`src/rtl/io_port_bank.sv`:
```
// io_port_bank: parametrised memory-mapped I/O port bank.
// Each input port passes through a synchroniser and has its own change
// detector, a pending flag and an interrupt mask bit. Output ports are
// registered. The CPU sees a simple read/write bus with one-cycle read latency.
// addr MSB selects the region: 0 = port data, 1 = port control/status.
// DATA_W must be at least 3 so that the control status word fits.
module io_port_bank #(
    parameter int DATA_W      = 8,
    parameter int NUM_PORTS   = 16,
    parameter int SYNC_STAGES = 2,
    parameter int ADDR_W      = $clog2(NUM_PORTS) + 1
) (
    input  logic              clk,
    input  logic              reset,
    input  logic [ADDR_W-1:0] addr,
    input  logic              wr_en,
    input  logic              rd_en,
    input  logic [DATA_W-1:0] wdata,
    output logic [DATA_W-1:0] rdata,
    output logic              rd_valid,
    output logic              irq,
    input  logic [DATA_W-1:0] port_in_data  [NUM_PORTS],
    output logic [DATA_W-1:0] port_out_data [NUM_PORTS]
);

    localparam int IDX_W = (ADDR_W > 1) ? ADDR_W - 1 : 1;
    localparam int CNT_W = $clog2(SYNC_STAGES + 2);
    localparam logic [CNT_W-1:0] SETTLE_INIT = CNT_W'(SYNC_STAGES + 1);

    logic [IDX_W-1:0]     idx;
    logic                 is_ctrl;
    logic                 do_wr;
    logic                 do_rd;
    logic                 in_range;
    logic [NUM_PORTS-1:0] sel;
    logic [NUM_PORTS-1:0] change;
    logic [NUM_PORTS-1:0] clr;
    logic [NUM_PORTS-1:0] pending;
    logic [NUM_PORTS-1:0] mask;
    logic [CNT_W-1:0]     settle;
    logic [DATA_W-1:0]    rd_word;

    logic [DATA_W-1:0]    sync_q [NUM_PORTS][SYNC_STAGES];
    logic [DATA_W-1:0]    hist   [NUM_PORTS];
    logic [DATA_W-1:0]    sin    [NUM_PORTS];

    // With a single port there are no index bits; the only port is port 0.
    generate
        if (ADDR_W > 1) begin : g_idx
            assign idx = addr[ADDR_W-2:0];
        end else begin : g_idx_none
            assign idx = '0;
        end
    endgenerate

    assign is_ctrl = addr[ADDR_W-1];

    // A simultaneous write and read performs only the write.
    assign do_wr = wr_en;
    assign do_rd = rd_en & ~wr_en;

    // One-hot port select; in_range stays low for indices beyond NUM_PORTS.
    always_comb begin
        sel      = '0;
        in_range = 1'b0;
        for (int unsigned i = 0; i < NUM_PORTS; i++) begin
            if (idx == IDX_W'(i)) begin
                sel[i]   = 1'b1;
                in_range = 1'b1;
            end
        end
    end

    // Synchronised view of each input port (last synchroniser stage).
    always_comb begin
        for (int unsigned i = 0; i < NUM_PORTS; i++) begin
            sin[i] = sync_q[i][SYNC_STAGES-1];
        end
    end

    // Change detection and pending-clear requests for every port.
    always_comb begin
        change = '0;
        clr    = '0;
        for (int unsigned i = 0; i < NUM_PORTS; i++) begin
            change[i] = (settle == '0) && (sin[i] != hist[i]);
            clr[i]    = sel[i] & ((do_rd & ~is_ctrl) | (do_wr & is_ctrl & wdata[1]));
        end
    end

    // Read word mux: port data or {nonzero output, pending, mask}; zero when out of range.
    always_comb begin
        rd_word = '0;
        for (int unsigned i = 0; i < NUM_PORTS; i++) begin
            if (sel[i]) begin
                if (is_ctrl) begin
                    rd_word[0] = mask[i];
                    rd_word[1] = pending[i];
                    rd_word[2] = |port_out_data[i];
                end else begin
                    rd_word = sin[i];
                end
            end
        end
    end

    // Input synchroniser chains and one-cycle history for change detection.
    always_ff @(posedge clk or negedge reset) begin
        if (!reset) begin
            for (int unsigned i = 0; i < NUM_PORTS; i++) begin
                for (int unsigned s = 0; s < SYNC_STAGES; s++) begin
                    sync_q[i][s] <= '0;
                end
                hist[i] <= '0;
            end
        end else begin
            for (int unsigned i = 0; i < NUM_PORTS; i++) begin
                sync_q[i][0] <= port_in_data[i];
                for (int unsigned s = 1; s < SYNC_STAGES; s++) begin
                    sync_q[i][s] <= sync_q[i][s-1];
                end
                hist[i] <= sin[i];
            end
        end
    end

    // Settle counter: blocks change detection until the synchronisers and history have filled.
    always_ff @(posedge clk or negedge reset) begin
        if (!reset) begin
            settle <= SETTLE_INIT;
        end else if (settle != '0) begin
            settle <= settle - 1'b1;
        end
    end

    // Output port registers, written through the data region.
    always_ff @(posedge clk or negedge reset) begin
        if (!reset) begin
            for (int unsigned i = 0; i < NUM_PORTS; i++) begin
                port_out_data[i] <= '0;
            end
        end else if (do_wr && !is_ctrl) begin
            for (int unsigned i = 0; i < NUM_PORTS; i++) begin
                if (sel[i]) begin
                    port_out_data[i] <= wdata;
                end
            end
        end
    end

    // Mask and pending flags; a new change event wins over a same-cycle clear.
    always_ff @(posedge clk or negedge reset) begin
        if (!reset) begin
            mask    <= '0;
            pending <= '0;
        end else begin
            for (int unsigned i = 0; i < NUM_PORTS; i++) begin
                if (sel[i] && do_wr && is_ctrl) begin
                    mask[i] <= wdata[0];
                end
            end
            pending <= change | (pending & ~clr);
        end
    end

    // Interrupt request registered from the current pending and mask state.
    always_ff @(posedge clk or negedge reset) begin
        if (!reset) begin
            irq <= 1'b0;
        end else begin
            irq <= |(pending & mask);
        end
    end

    // Registered read response; rdata holds between reads.
    always_ff @(posedge clk or negedge reset) begin
        if (!reset) begin
            rdata    <= '0;
            rd_valid <= 1'b0;
        end else begin
            rd_valid <= do_rd;
            if (do_rd) begin
                rdata <= in_range ? rd_word : '0;
            end
        end
    end

endmodule

```
`config.mk`:
```
export PLATFORM = sky130hd
export DESIGN_NAME = io_port_bank
export DESIGN_NICKNAME = d
export VERILOG_FILES = /design/src/rtl/io_port_bank.sv
export SDC_FILE = /design/constraint.sdc
export NUM_CORES = 1
export LEC_CHECK = 0
export BUFFER_PORTS_ARGS = -buffer_cell sky130_fd_sc_hd__buf_2
export CAP_MARGIN = 10
export CORE_AREA = 10 10 206 306
export CTS_CLUSTER_DIAMETER = 50
export DETAILED_ROUTE_END_ITERATION = 12
export DIE_AREA = 0 0 216 316
export PLACE_DENSITY_LB_ADDON = 0.05
export SLEW_MARGIN = 40
export SYNTH_ARGS = -nofsm -noshare
export SYNTH_HDL_FRONTEND = slang
export SYNTH_SLANG_ARGS = --single-unit
```
`constraint.sdc`:
```
create_clock -name clk -period 2.8 [get_ports clk]
set_input_delay 0.42 -clock clk [delete_from_list [all_inputs] [get_ports clk]]
set_output_delay 0.42 -clock clk [all_outputs]
set_load 0.02 [all_outputs]
```
Word-level counts from Yosys, hierarchy flattened --
Index checks and enable logic that the tools add are counted.
Word-level totals: bits in registers 556, bits of input ports 145, output and inout bits 138, logic and storage cells 310
Cells by class: add/sub/neg operators 1, eq/ne operators 31, muxes and demuxes 80, bitwise operators 27, reductions and logical operators 86
Operators with widths (count):
- two-way mux 8 bit | 17
- != test 8 bit | 16
- OR reduction 8 bit | 16
- two-way mux 5 bit | 16
- logical AND 1 bit | 49
- two-way mux 3 bit | 16
- bitwise AND 16 bit | 2
- == test 4 bit, second input constant | 8
- AND reduction 2 bit | 16
- two-way mux 1 bit | 31
- bitwise AND 1 bit | 20
- == test 4 x 3 -> 1 bit, second input constant | 4
- NOT 16 bit | 1
- OR 16 bit | 1
- OR reduction 16 bit | 1
- == test 4 x 2 -> 1 bit, second input constant | 2
- == test 4 x 1 -> 1 bit, second input constant | 1
- zero test 4 bit | 1
- zero test 2 bit | 1
- NOT 1 bit | 2
- nonzero test 2 bit | 1
- subtractor 2 x 1 -> 2 bit, second input constant | 1
- zero test 1 bit | 1
- OR 1 bit | 1

Logic depth before layout (Yosys ltp) --
word-level depth 34, gate-level depth with buffers 9, gate-level depth less buffers 6

Worst setup path after synthesis --
Ideal clock, no wire load.
path type input to register, from input addr[1], to register port_out_data[1] (netlist bit), library setup time 0.125 ns, data arrival time 1.629 ns, required time 2.675 ns, slack 1.046 ns, cell stages on the path 6, buffers on the path 2, cells stage by stage buf_6 -> and2_1 -> buf_4 -> nand3_2 -> nor2_2 -> mux2_2
Between the ends: longest elaborated chain between the ends 3
RTL lines:
- start, declared | RTL line 15 | input logic [ADDR_W-1:0] addr,
- == test 4 bit | RTL line 67 | if (idx == IDX_W'(i)) begin
- two-way mux 1 bit | RTL line 67
- AND reduction 2 bit (no line)
- end signal, assigned by index | RTL line 145 | port_out_data[i] <= wdata;
- end, declared | RTL line 23 | output logic [DATA_W-1:0] port_out_data [NUM_PORTS]
Every way passes these cells. A chain may end at the register's enable or synchronous reset.

Worst setup path after layout --
from register port_out_data[125] (netlist bit), to register rdata[2]
Between the ends: longest elaborated chain between the ends 19
RTL lines:
- OR reduction 8 bit | RTL line 99 | rd_word[2] = |port_out_data[i];
- two-way mux 3 bit | RTL line 96 | if (is_ctrl) begin
- two-way mux 8 bit (16 in series) | RTL line 95 | if (sel[i]) begin
- two-way mux 8 bit | RTL line 183 | rdata <= in_range ? rd_word : '0;
- end signal, assigned | RTL line 183
- end, declared | RTL line 19 | output logic [DATA_W-1:0] rdata,
Every way passes these cells.

==> impl_metrics.toml <==
[synth]
synth_cell_types = 70
synth-edff-count = 0
synthArstFlopShare = 1.00
synth_nets = 1475
avgSynthCellArea_um2 = 15.0
ys_seq_area_frac = 0.699
synth_area_leader_cell = "dfrtp_1"
synth.area.top_cells = "dfrtp_1 70%, mux2_2 8.5%, xnor2_1 5.7%"
syn_area_um2 = 19900
synthFlopType = "dfrtp_1"
synthTopCellsByCount = "554 x dfrtp_1, 150 x mux2_2, 130 x xnor2_1, 56 x o21ai_0, 52 x nand2_1"
syn_inst = 1329
yosysWarnings = 0
yosysMostFrequentCell = "dfrtp_1"
synth_top_area_share = 0.696
ys_seq_elements = 556

[routing]
drt_wl_total_um = 63200
antenna_left = 0
wl_per_cell_um = 24.3
drtIter0Drc = 732
vias_per_cell = 4.77
drc = 0
dr.pass1.iters = 5
vias = 12391

[timing]
setup_slack_ns = 0.598
finalCritPeriodShare = 0.786
max_freq_mhz = 454
hold_viol = 0
finClkSkew_ns = 0.0177
period_needed_ns = 2.20
tightest_slew_ns = 0.667
slew_viol_final = 0
holdWs_ns = 0.305
rsz0062_at_grt = "no"
slew_headroom = 0.549
fin_tns_setup_ns = 0
setup_violations = 0

[setup_path]
critPathCaptureType = "register"
crit_chain = "nor4_1 > a31oi_1 > a221oi_1 > a311oi_1 > o31ai_1 > a31oi_1"
crit_family = "compound AO/OA/AOI/OAI gates"
critPathSlowestCell = "nor4_1"
cpPeakStageDelay_ns = 0.45
rrSetupSlack_ns = 0.60
reg2reg_from = "port_out_data[125]"
crit_start = "port_out_data[125]"
cp-start-kind = "register"
critical-path-top-cell-by-count = "a31oi_1"
worstSetupPathType = "reg2reg"
cp_max_fo = 3
crit_buf_inv = 0
arrival_ns = 2.68
crit_required_ns = 3.28

[final_layout]
fillCellCount = 5287
fin_util = 0.444
seq_area_um2 = 13900
area_growth_pct = 28.0
multi_input_area_um2 = 5640
drive_above_1_share = 0.324
fin_nets = 1925

[clock_network]
cts_root_buf = "clkbuf_16"
postCtsSetupBuffers = 0
clock-sinks = 556
path_clk_slew_ns = 0.06
postCtsHoldBufs = 129
h-tree-depth = 2
clockBufferDepth = 3
ctsResizeCount = 0
clock_latency_ns = 0.61
cts_buffers = 56
cts_tree = "done"

[pwr]
seqPwrFrac = 0.474
p_clk_frac = 0.392
p_int_w = 0.0143
switching_share = 0.274
power_frac_comb = 0.134
p_leak_nw = 11.3
peakVddDrop_uv = 485
p_per_area_nw_per_um2 = 772
p_switching_w = 0.00540

[die]
initial_utilization = 0.347
die-area_um2 = 68300
rows = 108
io_pins = 283
fp.dieW_um = 216
coreArea_um2 = 57400
die_h_um = 316

[global_route]
grt_pass1_wl_um = 94800
overflow = 0
grt_usage = 0.185
antenna_found_initial = 4
grt_max_degree = 113
grt_pass1_vias = 13801

[placement]
place_hpwl_um = 46400
io_buffers = 282
place_ws_ns = 0.139
globalplace.congestion = 0.874

[hold_path]
hold_path.class = "in2async"

[run]
cap_viol_max_count = 0

[run_status]
status = "finished, final reports clean"
==> layer usage <==
| metal | up-vias | routed length (um) | GRT usage |
|---|---|---|---|
| met5 | - | 27 | 0 |
| met4 | 4 | 1520 | 0.0522 |
| met3 | 90 | 2820 | 0.0383 |
| met2 | 295 | 33700 | 0.335 |
| met1 | 6404 | 25100 | 0.218 |
| li1 | 5598 | - | - |
==> area by class of cell <==
type / count / area share
inverter: 8 / 0.00118
tap: 770 / 0.0378
antenna: 1 / 0.0000981
clock buffer: 74 / 0.0631
timing repair buffer: 440 / 0.119
clock inverter: 31 / 0.0121
sequential: 556 / 0.546
multi-input combinational: 717 / 0.221
==> worst reg2reg max path, cell delays in order (launching register included) <==
cell      delay (ns)
dfrtp_1         0.40
nor4_1          0.45
a31oi_1         0.27
a221oi_1        0.36
a311oi_1        0.11
o31ai_1         0.34
a31oi_1         0.14
==> per-stage QoR <==
stage / area, um^2 / instances / total power [W]
detailed placement: 22300 / 2362 / 0.0121
finish: 25500 / 2597 / 0.0197
global placement: 22300 / 2362 / 0.0120
floorplan: 19900 / 1329 / 0.0107
global route: 25500 / 2597 / 0.0206
CTS: 25500 / 2596 / 0.0200
==> power groups by stage <==
stage / combinational [W] / clock (W) / sequential [W]
final: 0.00264 / 0.00772 / 0.00934
after floorplan: 0.000951 / 0 / 0.00975
after global routing: 0.00285 / 0.00828 / 0.00943
after global placement: 0.00254 / 0 / 0.00949
after CTS: 0.00271 / 0.00797 / 0.00936
after detailed placement: 0.00256 / 0 / 0.00950
==> flip-flops by register name, summed over array words and instances (netlist names) <==
name           flops
pending           16
mask              16
settle             2
rdata              8
rd_valid           1
sin              128
port_out_data    128
irq                1
sync_q           128
hist             128
==> logic make-up (layout without fill, tap and decap cells) <==
family	after synthesis	after routing	synth area share
simple gates	232	232	0.0635
xor+xnor	130	130	0.0572
compound gates	169	169	0.0548
mux	185	185	0.107
fa+ha+maj	1	1	0.000628
flops	556	556	0.699
buf+inv	56	553	0.0182
other cells	0	1	0
==> worst paths after layout <==
check | end | cells past startpoint
worst max-delay path | rdata[2] | 6
worst min-delay path | sync_q[75] | 2
worst max register to register | rdata[2] | 6
worst min register to register | sin[49] | 0
max in group asynchronous | port_out_data[24] | 3
min in group clk | mask[8] | 3
==> cells in the final DEF (no fill, tap or decap), types with 7 or more instances in the layout <==
| master | instances |
|---|---|
| nor3_1 | 7 |
| a31oi_1 | 14 |
| mux2i_1 | 27 |
| a22oi_1 | 8 |
| clkinv_2 | 11 |
| a21oi_1 | 28 |
| clkbuf_8 | 12 |
| nand2_1 | 52 |
| buf_4 | 22 |
| buf_2 | 280 |
| dlygate4sd3_1 | 129 |
| nand4_1 | 41 |
| o211ai_1 | 8 |
| dfrtp_1 | 554 |
| xnor2_1 | 130 |
| o221ai_1 | 8 |
| buf_12 | 8 |
| clkinvlp_4 | 8 |
| nand2b_1 | 7 |
| clkbuf_16 | 57 |
| nor2_1 | 47 |
| nor4_1 | 21 |
| inv_1 | 7 |
| o21ai_0 | 56 |
| mux2_2 | 150 |
| nand3_1 | 15 |
| o22ai_1 | 9 |
Power figures use the tool's default switching activity.
